$ cat src/rtl/diff_ddr_tx_framer4.sv
// Transmit word framer for a 4:1 diff DDR serializer (CLKDIV domain).
// Bytes arrive over valid/ready and leave as nibbles, low nibble first.
// Each frame is prefixed by SYNC_WORD, gaps carry IDLE_WORD, and a
// training request inserts a burst of TRAIN_LENGTH TRAIN_WORDs.
//
// state | meaning
// IDLE  | sending IDLE_WORD, watching for train request or tx_valid
// TRAIN | sending TRAIN_WORD burst, train_cnt words still to go
// SYNC  | SYNC_WORD on the wire, first byte taken at its word boundary
// DATA  | payload byte on the wire, next byte or frame end at boundary
module diff_ddr_tx_framer4 #(
  parameter logic [7:0] TRAIN_WORD   = 8'h5C,
  parameter logic [7:0] SYNC_WORD    = 8'hB8,
  parameter logic [7:0] IDLE_WORD    = 8'h00,
  parameter int         TRAIN_LENGTH = 64
) (
  input  logic       clk,
  input  logic       clk__enable,
  input  logic       reset_n,
  input  logic       train_req,
  input  logic       tx_valid,
  input  logic [7:0] tx_data,
  input  logic       tx_last,
  output logic       tx_ready,
  output logic [3:0] data,
  output logic       training,
  output logic       underrun
);

  typedef enum logic [1:0] {IDLE, TRAIN, SYNC, DATA} state_t;

  // Burst counter is loaded with the number of words left after the first.
  localparam logic [7:0] TRAIN_LAST = 8'(TRAIN_LENGTH - 1);

  state_t     state, state_nxt;
  logic       phase;
  logic       last_taken, last_nxt;
  logic       train_pend, pend_nxt;
  logic [7:0] train_cnt, cnt_nxt;
  logic [3:0] hi_q, hi_nxt;
  logic [3:0] data_nxt;
  logic       training_nxt, underrun_nxt;
  logic [7:0] word;

  // Byte is taken only in the second nibble cycle of a SYNC/DATA word.
  assign tx_ready = clk__enable & phase & ((state == SYNC) | (state == DATA)) & ~last_taken;

  // Registered state and outputs, frozen while the clock enable is low.
  always_ff @(posedge clk or negedge reset_n) begin
    if (!reset_n) begin
      state      <= IDLE;
      phase      <= 1'b0;
      last_taken <= 1'b0;
      train_pend <= 1'b0;
      train_cnt  <= 8'd0;
      hi_q       <= IDLE_WORD[7:4];
      data       <= IDLE_WORD[3:0];
      training   <= 1'b0;
      underrun   <= 1'b0;
    end else if (clk__enable) begin
      state      <= state_nxt;
      phase      <= ~phase;
      last_taken <= last_nxt;
      train_pend <= pend_nxt;
      train_cnt  <= cnt_nxt;
      hi_q       <= hi_nxt;
      data       <= data_nxt;
      training   <= training_nxt;
      underrun   <= underrun_nxt;
    end
  end

  // Next-word selection at each word boundary; high nibble otherwise.
  always_comb begin
    state_nxt    = state;
    last_nxt     = last_taken;
    cnt_nxt      = train_cnt;
    hi_nxt       = hi_q;
    data_nxt     = hi_q;
    training_nxt = training;
    underrun_nxt = 1'b0;
    pend_nxt     = train_pend;
    word         = IDLE_WORD;

    if (train_req && (state != TRAIN))
      pend_nxt = 1'b1;

    if (phase) begin
      training_nxt = 1'b0;
      case (state)
        IDLE: begin
          if (train_pend) begin
            word         = TRAIN_WORD;
            state_nxt    = TRAIN;
            cnt_nxt      = TRAIN_LAST;
            pend_nxt     = 1'b0;
            training_nxt = 1'b1;
          end else if (tx_valid) begin
            word      = SYNC_WORD;
            state_nxt = SYNC;
          end
        end
        TRAIN: begin
          if (train_cnt != 8'd0) begin
            word         = TRAIN_WORD;
            cnt_nxt      = train_cnt - 8'd1;
            training_nxt = 1'b1;
          end else begin
            state_nxt = IDLE;
          end
        end
        SYNC, DATA: begin
          if (last_taken) begin
            state_nxt = IDLE;
            last_nxt  = 1'b0;
          end else if (tx_valid) begin
            word      = tx_data;
            state_nxt = DATA;
            last_nxt  = tx_last;
          end else begin
            state_nxt    = IDLE;
            underrun_nxt = 1'b1;
          end
        end
        default: state_nxt = IDLE;
      endcase
      data_nxt = word[3:0];
      hi_nxt   = word[7:4];
    end
  end

endmodule

$ cat config.mk
export PLATFORM = sky130hd
export DESIGN_NAME = diff_ddr_tx_framer4
export DESIGN_NICKNAME = d
export VERILOG_FILES = /design/src/rtl/diff_ddr_tx_framer4.sv
export SDC_FILE = /design/constraint.sdc
export NUM_CORES = 1
export LEC_CHECK = 0
export CORE_MARGIN = 2
export CORE_UTILIZATION = 54
export DETAILED_ROUTE_END_ITERATION = 8
export DONT_BUFFER_PORTS = 1
export HOLD_SLACK_MARGIN = 0.06
export PLACE_DENSITY_LB_ADDON = 0.1
export SLEW_MARGIN = 40
export SYNTH_ARGS = -nofsm -noshare
export SYNTH_HDL_FRONTEND = slang
export SYNTH_SLANG_ARGS = --single-unit
$ cat constraint.sdc
create_clock -name clk -period 2.37 [get_ports clk]
set_input_delay 0.3555 -clock clk [delete_from_list [all_inputs] [get_ports clk]]
set_output_delay 0.3555 -clock clk [all_outputs]
set_load 0.02 [all_outputs]
; ---- Word-level counts from Yosys, hierarchy flattened
; Cells that the tools add are included.
[classes]
shift = 0
bitwise = 6
order_cmp = 0
add_sub_neg = 1
multipliers = 0
reduce_logical = 9
n_eq_ne = 8
n_div = 0
muxes = 29
[op_table]
columns = operator, count
row1 = $mux 8, 6
row2 = $pmux 8 s3, 1
row3 = $pmux 8 s2, 1
row4 = $mux 1, 12
row5 = $mux 2, 5
row6 = $reduce_bool 8->1, 1
row7 = $sub 8x1->8 const B, 1
row8 = $mux 7, 1
row9 = $ne 2x2->1 const B, 3
row10 = $pmux 2 s3, 1
row11 = $reduce_and 5->1, 1
row12 = $eq 2x2->1 const B, 2
row13 = $mux 4, 1
row14 = $reduce_and 4->1, 1
row15 = $and 1x1->1, 3
row16 = $ne 3x3->1 const B, 1
row17 = $reduce_and 3->1, 1
row18 = $eq 2x1->1 const B, 1
row19 = $logic_not 2->1, 1
row20 = $ne 2x1->1 const B, 1
row21 = $not 1->1, 2
row22 = $pmux 1 s2, 1
row23 = $reduce_and 2->1, 1
row24 = $reduce_bool 2->1, 1
row25 = other kinds (3), 3
[word_totals]
latchBits = 0
regBits = 23
n_memories = 0
mem_bits_rw = 0
rom_bits = 0
in_bits = 14

; ---- Depth between registers and ports, before layout
; Gate-level depths: netlist of the first run.
[logic_depth]
ltp_word = 6
ltp_mapped = 7

; ---- Worst setup path after synthesis of the first run
; No wires, ideal clock.
[synth_path]
kind = register -> register
start = reg train_cnt[0]
end = reg train_cnt[2]
t_required_ns = 2.234
path_stages_with_launch = 8
setup_slack_ns = 0.413
arrival_time_ns = 1.820
path_buffers = 1
path_cell_list = dfrtp_1 inv_1 ha_1 nor4bb_1 a21o_1 buf_2 nor3_1 or3b_2
[synth_via]
elab_chain_cells = 3
[synth_lines]
columns = item, line_no
row1 = start: declaration, 39  ; logic [7:0] train_cnt, cnt_nxt;
row2 = start signal: assignment, 65  ; train_cnt <= cnt_nxt;
row3 = $sub 8x1->8 / $reduce_bool 8->1 (equally long branches), "106, 104"
row4 = $mux 8 / $ne 2x2->1 (equally long branches), --
row5 = $pmux 8 s2 / $reduce_and 5->1 (equally long branches), --
; Parallel ways exist; a longest one is shown, timed or not. The select of a mux whose other input is x is not followed.
; A chain may end at the register's enable or synchronous reset.

; ---- Worst setup path after layout of the first run
[layout_path]
start = reg train_cnt[0]
end = reg train_cnt[5]
; Same word-level chain as after synthesis.

==> impl_metrics.yaml, run 1 <==
finish:
  final_core_util: 0.589
  multi_input_gate_area_in_the_final_layout_um2: 579
  final_common_cell: "sky130_fd_sc_hd__dfrtp_1"
  fillCellCount: 194
  final_layout_size_suffix_gt1_frac: 0.125
  register_area_um2: 576
  flow.area_growth_from_synthesis_pct: 5.64
  mostFrequentLayoutCells: "sky130_fd_sc_hd__dfrtp_1, sky130_fd_sc_hd__a21oi_1, sky130_fd_sc_hd__nand2_1"
  finish.net_count: 145
  n_antenna_cell: 0
cts:
  cts_tree: "done"
  cts-root-to-sink-buffers: 2
  clk_latency_worst_skew_pair_ns: 0.31
  postCtsResizedCells: 0
  cts_inserted_buffers: 3
  cts.sinks: 23
  htreeDepth: 1
  worst_setup_hold_path_clk_slew_ns: 0.12
  root_buffer: "sky130_fd_sc_hd__clkbuf_4"
floorplan:
  die_area_um2: 2610
  fp.dieH_um: 51.1
  core-area_um2: 2150
  rows: 17
  num_io_pins: 21
  floorplan.die.width_um: 51.1
  start_util: 0.557
worst_setup_path:
  largest_stage_delay_on_the_critical_path_ns: 0.45
  worstPathArrival_ns: 2.35
  critPathKind: "register to register"
  crit_family: "simple AND/OR/NAND/NOR gates"
  timing.reg2reg.worst_path_depth: 6
  worstPathCellList: "inv_1 > ha_1 > nor4bb_1 > a21o_1 > nor4_1 > or3b_2"
  worst-path-stages: 6
  timing.critical_path.fanout_max: 11
  crit_buf_inv: 1
  crit_slowest_cell: "sky130_fd_sc_hd__nor4bb_1"
  end_kind: "register"
  worstSetupStartpointType: "register"
  cp_required_ns: 2.57
pwr:
  p_leak_nw: 0.519
  ir_worst_vdd_mv: 0.640
  cellPowerDensity_nw_per_um2: 1190
hold_path:
  worst_hold_path.num_cells: 1
  timing.hold.worst.class: "primary input to register"
drt:
  final_routed_drc_violation_total: 0
  total_number_of_vias: 949
  finalWirelength_um: 2450
  viasPerCell: 6.08
  route.antenna.remaining_nets: 0
  dr.first_iter.drc_count: 29
  dr.pass1.iters: 4
  wl_per_cell_um: 15.7
timing:
  worst_slew_margin_rel: 0.556
  highest_clock_rate_ghz: 0.466
  tns_ns: 0
  fin_crit_sh: 0.906
  final_report_max_slew_violation_count: 0
  timing.final.crit_period_ns: 2.15
  tightestPinTransition_ns: 0.664
  finalHoldViolCount: 0
  finalHoldWorstSlack_ns: 0.112
  final_report_setup_violation_count: 0
  rsz0062_at_grt: "false"
  timing.clock.skew_ns: 0.00776
logic_synthesis:
  ys_ff_latch: 23
  synth_sequential_area_ratio: 0.481
  netlist_area_um2: 1200
  syn_avg_cell_area_um2: 9.58
  ys_warn_count: 0
  synth_cells: 125
  syn-num-nets: 141
  synth.distinct_cells: 40
placed_design:
  dp_hpwl_um: 1800
  io_buffers: 0
  weighted_congestion_at_the_end_of_routability_driven_global_placement: 0.810
grt:
  grt.overflow.total: 0
  wire_length_of_the_first_global_routing_pass_um: 4010
  vias_in_the_first_global_route: 910
  grt_max_degree: 24
  globalRouteTotalUtil: 0.207
  grt_antenna_before_repair: 0
outcome:
  run_status: "complete, no violations"
run:
  cap_viol_max_count: 0
synth_stat cells:
| cell type | instances | share of area |
|---|---|---|
| sky130_fd_sc_hd__or4b_4 | 1 | 0.011 |
| sky130_fd_sc_hd__or2_2 | 1 | 0.0052 |
| sky130_fd_sc_hd__ha_1 | 2 | 0.021 |
| sky130_fd_sc_hd__a31oi_1 | 2 | 0.010 |
| sky130_fd_sc_hd__mux2i_1 | 1 | 0.0084 |
| sky130_fd_sc_hd__a22oi_2 | 1 | 0.010 |
| sky130_fd_sc_hd__nor4bb_1 | 1 | 0.0084 |
| sky130_fd_sc_hd__and3_4 | 1 | 0.0094 |
| sky130_fd_sc_hd__o211ai_1 | 1 | 0.0063 |
| sky130_fd_sc_hd__o21ai_2 | 1 | 0.0073 |
| sky130_fd_sc_hd__and2_1 | 1 | 0.0052 |
| sky130_fd_sc_hd__clkbuf_1 | 3 | 0.0094 |
| sky130_fd_sc_hd__nor3_1 | 3 | 0.013 |
| sky130_fd_sc_hd__nand3_1 | 3 | 0.013 |
| sky130_fd_sc_hd__or4_4 | 1 | 0.0094 |
| sky130_fd_sc_hd__a221oi_1 | 1 | 0.0073 |
| sky130_fd_sc_hd__buf_2 | 1 | 0.0042 |
| sky130_fd_sc_hd__nor2b_1 | 2 | 0.010 |
| sky130_fd_sc_hd__and3b_1 | 1 | 0.0073 |
| sky130_fd_sc_hd__o21ai_0 | 10 | 0.042 |
| sky130_fd_sc_hd__nor2_1 | 5 | 0.016 |
| sky130_fd_sc_hd__nand2_1 | 12 | 0.038 |
| sky130_fd_sc_hd__o221ai_1 | 2 | 0.015 |
| sky130_fd_sc_hd__nand3b_1 | 1 | 0.0063 |
| sky130_fd_sc_hd__nand2b_1 | 4 | 0.021 |
| sky130_fd_sc_hd__a21o_1 | 1 | 0.0063 |
| sky130_fd_sc_hd__or3_1 | 1 | 0.0052 |
| sky130_fd_sc_hd__a22oi_1 | 1 | 0.0063 |
| sky130_fd_sc_hd__nor4_1 | 3 | 0.016 |
| sky130_fd_sc_hd__o32ai_1 | 1 | 0.0073 |
| sky130_fd_sc_hd__o31ai_1 | 5 | 0.031 |
| sky130_fd_sc_hd__a32o_1 | 1 | 0.0084 |
| sky130_fd_sc_hd__or3b_2 | 2 | 0.015 |
| sky130_fd_sc_hd__or3_2 | 1 | 0.0063 |
| sky130_fd_sc_hd__or4_2 | 2 | 0.015 |
| sky130_fd_sc_hd__a21oi_1 | 13 | 0.054 |
| sky130_fd_sc_hd__dfrtp_1 | 23 | 0.48 |
| sky130_fd_sc_hd__inv_1 | 7 | 0.022 |
| sky130_fd_sc_hd__xor2_1 | 1 | 0.0073 |
| sky130_fd_sc_hd__or4_1 | 1 | 0.0063 |
worst register-to-register path: cells and delay by family, from the launching register on:
family / cells / cell delay (ns)
and+or+nand+nor: 3 / 0.97
DFF: 1 / 0.38
AOI/OAI and AO/OA: 1 / 0.36
adders and majority gates: 1 / 0.19
buffers and inverters: 1 / 0.15
cell type report:
type,instances,share of cell area
sequential,23,0.455
clock buffer,4,0.0208
inverter,7,0.0208
timing repair buffer,3,0.0178
tap,28,0.0277
multi-input combinational,91,0.458
metal layers:
| layer | GRT usage | up-vias | share of wire |
|---|---|---|---|
| met5 | 0 | - | 0 |
| met4 | 0.0676 | 0 | 0.011 |
| met3 | 0.0380 | 5 | 0.048 |
| met2 | 0.327 | 24 | 0.46 |
| met1 | 0.288 | 447 | 0.48 |
| li1 | - | 473 | - |
through the flow:
step	cell area (um2)	setup WS, ns	cells	power [mW]
floorplan	1200	0.413	125	1.19
global route	1260	0.0667	156	1.63
finish	1260	0.222	156	1.50
global placement	1220	0.347	150	1.29
detailed placement	1220	0.245	150	1.32
CTS	1260	0.210	155	1.51
flip-flops by register name (all words and copies together), names as in the netlist:
register    flops
state           2
last_taken      1
data            4
phase           1
hi_q            4
training        1
train_cnt       8
train_pend      1
underrun        1
where the power goes:
part	total (mW)	leakage, nW	switching [mW]	internal (mW)
clock network	0.178	0.0150	0.113	0.0657
logic	0.558	0.229	0.321	0.237
registers	0.768	0.275	0.206	0.562
cells by family (layout without fill, tap and decap cells):
family	count (synthesis)	after routing	synth area share
buffers and inverters	11	14	0.0355
adders and majority gates	2	2	0.0209
and+or+nand+nor	47	47	0.235
xor gates and xnor gates	1	1	0.00732
muxes	1	1	0.00836
DFF	23	23	0.481
AOI/OAI and AO/OA	40	40	0.212
worst paths after layout:
path / startpoint / to / slack [ns]
worst min-delay path: clk__enable / data[0]$_DFFE_PN0P_ / 0.11
max in group asynchronous: reset_n / last_taken$_DFFE_PN0P_ / 1.50
worst max register to register: train_cnt[0]$_DFFE_PN0P_ / train_cnt[5]$_DFFE_PN0P_ / 0.22
min in group asynchronous: reset_n / train_cnt[5]$_DFFE_PN0P_ / 0.53
worst max-delay path: train_cnt[0]$_DFFE_PN0P_ / train_cnt[5]$_DFFE_PN0P_ / 0.22
worst min register to register: hi_q[1]$_DFFE_PN0N_ / hi_q[1]$_DFFE_PN0N_ / 0.49
repair_timing:
action / CTS / global route
hold buffers: 1 / 1
buffers inserted: 0 / 0
hold endpoints to repair: 23 / 23
Note: power is estimated with default switching activity, not from simulation.
==> inputs of run 2 (changes only) <==
CELL_PAD_IN_SITES_DETAIL_PLACEMENT = 1   (was default)
CELL_PAD_IN_SITES_GLOBAL_PLACEMENT = 2   (was default)
CORE_UTILIZATION = 37   (was 54)
SLEW_MARGIN = default   (was 40)
==> impl_metrics.yaml, run 2 (synthesis gave the netlist of run 1 again) <==
outcome:
  run_status: "complete, no violations"
finish:
  n_antenna_cell: 0
  finish.net_count: 145
  final_layout_size_suffix_gt1_frac: 0.125
  flow.area_growth_from_synthesis_pct: 8.57
  fillCellCount: 363
  registers.top_by_ff_count: "train_cnt"
  largest_register_ff_count: 8
  largest_registers: "train_cnt x8, data x4, hi_q x4"
  final_common_cell: "sky130_fd_sc_hd__dfrtp_1"
  post-route-cell-area_um2: 1300
  mostFrequentLayoutCells: "sky130_fd_sc_hd__dfrtp_1, sky130_fd_sc_hd__a21oi_1, sky130_fd_sc_hd__nand2_1"
cts:
  clk_latency_worst_skew_pair_ns: 0.32
  cts.sinks: 23
  root_buffer: "sky130_fd_sc_hd__clkbuf_4"
  htreeDepth: 1
  cts_tree: "done"
  cts-root-to-sink-buffers: 2
  cts_inserted_buffers: 3
  post-cts-setup-buffer-count: 0
  ctsHoldBuffers: 2
  worst_setup_hold_path_clk_slew_ns: 0.14
  postCtsResizedCells: 0
drt:
  dr.pass1.iters: 4
  total_number_of_vias: 1003
  dr.first_iter.drc_count: 30
  route.antenna.remaining_nets: 0
  wl_per_cell_um: 17.4
  finalWirelength_um: 2990
  final_routed_drc_violation_total: 0
  viasPerCell: 5.83
timing:
  final_report_max_slew_violation_count: 0
  finalHoldViolCount: 0
  timing.clock.skew_ns: 0.00921
  final_report_setup_violation_count: 0
  fin_crit_sh: 0.944
  rsz0062_at_grt: "false"
  tightestPinTransition_ns: 0.760
  tns_ns: 0
  highest_clock_rate_ghz: 0.447
  timing.final.crit_period_ns: 2.24
  worst_slew_margin_rel: 0.491
worst_setup_path:
  largest_stage_delay_on_the_critical_path_ns: 0.49
  crit_slowest_cell: "sky130_fd_sc_hd__nor4bb_1"
  end_kind: "register"
  timing.critical_path.fanout_max: 11
  cp_required_ns: 2.57
  worstPathArrival_ns: 2.44
  critPathKind: "register to register"
  worstSetupStartpointType: "register"
  worstPathCellList: "inv_1 > ha_1 > nor4bb_1 > a21o_1 > nor3_1 > or3b_2"
run:
  cap_viol_max_count: 0
floorplan:
  fp.dieH_um: 60.9
  start_util: 0.389
  core-area_um2: 3080
  die_area_um2: 3710
  rows: 20
  floorplan.die.width_um: 60.9
  num_io_pins: 21
pwr:
  cellPowerDensity_nw_per_um2: 1190
  p_leak_nw: 0.525
  fin_total_pwr_mw: 1.55
  ir_worst_vdd_mv: 0.463
placed_design:
  dp_hpwl_um: 2160
  post_dp_cell_area_um2: 1240
  io_buffers: 0
  weighted_congestion_at_the_end_of_routability_driven_global_placement: 0.738
grt:
  globalRouteTotalUtil: 0.179
  grt.overflow.total: 0
  vias_in_the_first_global_route: 957
  wire_length_of_the_first_global_routing_pass_um: 4710
  grt_max_degree: 24
  grt_antenna_before_repair: 0
hold_path:
  timing.hold.worst.class: "primary input to register"
## run 2: power by group
group	total, mW	switching [mW]	leakage [nW]	internal, mW
Sequential	0.772	0.210	0.275	0.562
Clock	0.192	0.126	0.0150	0.0658
Combinational	0.583	0.343	0.235	0.240
Total	1.55	0.680	0.525	0.867
## run 2: layout make-up
class | count | area [um2] | area share
clock buffers | 4 | 26.3 | 0.0202
inverters | 7 | 26.3 | 0.0202
repair buffers | 3 | 37.5 | 0.0289
multi-input cells | 91 | 579 | 0.446
well taps | 44 | 55.1 | 0.0423
flip-flops and latches | 23 | 576 | 0.443
## run 2: critical path: cells and delay by family (launching register included)
family          cells  cell delay, ns
simple gates        3            1.04
compound gates      1            0.39
flops               1            0.38
fa+ha+maj           1            0.18
buf+inv             1            0.14
## run 2: metal layers
| layer | global-route usage | wire, um | part of all wire |
|---|---|---|---|
| met1 | 0.265 | 1500 | 0.50 |
| met2 | 0.260 | 1370 | 0.46 |
| met3 | 0.0256 | 74 | 0.025 |
| met4 | 0.0745 | 47 | 0.016 |
| met5 | 0 | 0 | 0 |
## run 2: final timing paths
kind                                           from                        to  slack (ns)  depth (start not counted)
max                        train_cnt[0]$_DFFE_PN0P_  train_cnt[2]$_DFFE_PN0P_        0.13                          6
min                                     clk__enable         phase$_DFFE_PN0P_         0.1                          1
max reg2reg                train_cnt[0]$_DFFE_PN0P_  train_cnt[2]$_DFFE_PN0P_        0.13                          6
min reg2reg                     hi_q[0]$_DFFE_PN0N_       hi_q[0]$_DFFE_PN0N_        0.49                          2
max in group asynchronous                   reset_n  train_cnt[5]$_DFFE_PN0P_        1.76                          2
min in group asynchronous                   reset_n       data[2]$_DFFE_PN0P_        0.46                          2
## run 2: stage by stage
| stage | utilization | setup WS (ns) | hold WS [ns] | std cells |
|---|---|---|---|---|
| after floorplan | - | 0.413 | 0.0599 | 125 |
| after global placement | 0.404 | 0.332 | 0.0605 | 166 |
| after detailed placement | 0.404 | 0.217 | 0.0606 | 166 |
| after CTS | 0.422 | 0.173 | 0.0946 | 172 |
| after global routing | 0.422 | 0.0112 | 0.0701 | 172 |
| final | 0.422 | 0.133 | 0.0991 | 172 |
==> inputs of run 3 (changes only) <==
CORE_UTILIZATION = 35   (was 37)
GPL_TIMING_DRIVEN = 0   (was default)
==> impl_metrics.yaml, run 3 (synthesis gave the netlist of run 1 again) <==
outcome:
  run_status: "complete, no violations"
grt:
  wire_length_of_the_first_global_routing_pass_um: 5250
  grtUsageMet3: 0.0288
  globalRouteTotalUtil: 0.168
  globalRouteMet2Util: 0.263
  grt.overflow.total: 0
  grt_max_degree: 24
  grt-busiest-layer: "met2"
  grt_use_met1: 0.249
  vias_in_the_first_global_route: 1000
  grt_antenna_before_repair: 0
placed_design:
  pre_cts_ws_ns: 0.162
  weighted_congestion_at_the_end_of_routability_driven_global_placement: 0.741
  dp_hpwl_um: 2230
  io_buffers: 0
floorplan:
  fp.dieH_um: 62.5
  num_io_pins: 21
  rows: 21
  floorplan.die.width_um: 62.5
  start_util: 0.362
  core-area_um2: 3310
  die_area_um2: 3910
finish:
  n_antenna_cell: 0
  flow.area_growth_from_synthesis_pct: 10.0
  registers.top_by_ff_count: "train_cnt"
  largest_register_ff_count: 8
  largest_registers: "train_cnt x8, data x4, hi_q x4"
  final_common_cell: "sky130_fd_sc_hd__dfrtp_1"
  final_layout_size_suffix_gt1_frac: 0.130
  final_core_util: 0.398
  finish.net_count: 148
  mostFrequentLayoutCells: "sky130_fd_sc_hd__dfrtp_1, sky130_fd_sc_hd__a21oi_1, sky130_fd_sc_hd__nand2_1"
cts:
  clk_latency_worst_skew_pair_ns: 0.32
  cts.sinks: 23
  cts-root-to-sink-buffers: 2
  post-cts-setup-buffer-count: 0
  worst_setup_hold_path_clk_slew_ns: 0.14
  htreeDepth: 1
  root_buffer: "sky130_fd_sc_hd__clkbuf_4"
  cts_inserted_buffers: 3
  cts_tree: "done"
timing:
  timing.final.crit_period_ns: 2.17
  tightestPinTransition_ns: 0.639
  final_report_max_slew_violation_count: 0
  highest_clock_rate_ghz: 0.461
  final_report_setup_violation_count: 0
  finalHoldViolCount: 0
  tns_ns: 0
  finalWorstSetupSlack_ns: 0.203
  timing.clock.skew_ns: 0.0172
  worst_slew_margin_rel: 0.573
  fin_crit_sh: 0.915
  rsz0062_at_grt: "false"
drt:
  viasPerCell: 5.44
  finalWirelength_um: 3010
  wl_per_cell_um: 17.0
  route.antenna.remaining_nets: 0
  dr.pass1.iters: 4
  dr.first_iter.drc_count: 34
  final_routed_drc_violation_total: 0
  total_number_of_vias: 963
worst_setup_path:
  reg2reg_slack_ns: 0.26
  end_kind: "output port"
  cp_required_ns: 2.01
  timing.reg2reg.worst_path_depth: 7
  r2r-end: "train_cnt[2]$_DFFE_PN0P_"
  worstPathArrival_ns: 1.81
  worstSetupStartpointType: "register"
  critPathKind: "register to output port"
  reg2reg_from: "train_cnt[0]$_DFFE_PN0P_"
  timing.critical_path.fanout_max: 10
pwr:
  cellPowerDensity_nw_per_um2: 1180
  ir_worst_vdd_mv: 0.361
  p_leak_nw: 0.527
hold_path:
  timing.hold.worst.class: "primary input to register"
  worstHoldEndpoint: "underrun$_DFFE_PN0P_"
  min_from: "tx_valid"
  worst_hold_path.num_cells: 1
run:
  cap_viol_max_count: 0
[run 3: metal layers]
layer  routed length, um  up-vias
met5                   0        -
met4                  17        0
met3                  67        2
met2                1450       12
met1                1480      473
li1                    -      476
[run 3: worst max-delay path by stage]
stage | from | end | slack, ns | cells past startpoint
finish | phase$_DFFE_PN0P_ | tx_ready | 0.20 | 4
global route | phase$_DFFE_PN0P_ | tx_ready | 0.05 | 4
CTS | train_cnt[0]$_DFFE_PN0P_ | train_cnt[2]$_DFFE_PN0P_ | 0.16 | 7
detailed placement | train_cnt[0]$_DFFE_PN0P_ | train_cnt[2]$_DFFE_PN0P_ | 0.16 | 7
global placement | train_cnt[0]$_DFFE_PN0P_ | train_cnt[5]$_DFFE_PN0P_ | 0.22 | 7
floorplan | train_cnt[0]$_DFFE_PN0P_ | train_cnt[2]$_DFFE_PN0P_ | 0.41 | 7
[run 3: worst max-delay path, cell delays in order, from the launching register on]
cell,delay [ns]
sky130_fd_sc_hd__dfrtp_1,0.37
sky130_fd_sc_hd__clkbuf_1,0.36
sky130_fd_sc_hd__and2_1,0.30
sky130_fd_sc_hd__nand2_1,0.12
sky130_fd_sc_hd__nor2_1,0.34
[run 3: final cells by class]
cell class                 count  area [um2]
fill                         385        1990
multi-input combinational     91         586
sequential                    23         576
tap                           46        57.6
timing repair buffer           2        30.0
clock buffer                   4        26.3
inverter                       7        26.3
buffer                         4        16.3
[run 3: what timing repair did]
action	4_1_cts	5_1_grt
setup endpoints to repair	0	1
hold buffers	2	0
endpoints found under the hold margin	23	0
resized for setup	0	1
[run 3: metrics by stage]
step           power (mW)  hold WS (ns)  instances  area (um2)
3_5_place_dp         1.35        0.0605        171        1250
5_1_grt              1.71         0.129        177        1320
4_1_cts              1.56         0.140        177        1310
2_1_floorplan        1.19        0.0599        125        1200
6_report             1.55         0.153        177        1320
3_3_place_gp         1.32        0.0606        171        1250
[run 3: power by group]
group	switching, mW	internal (mW)	leakage, nW
Sequential	0.197	0.562	0.275
Combinational	0.360	0.243	0.237
Clock	0.123	0.0657	0.0150
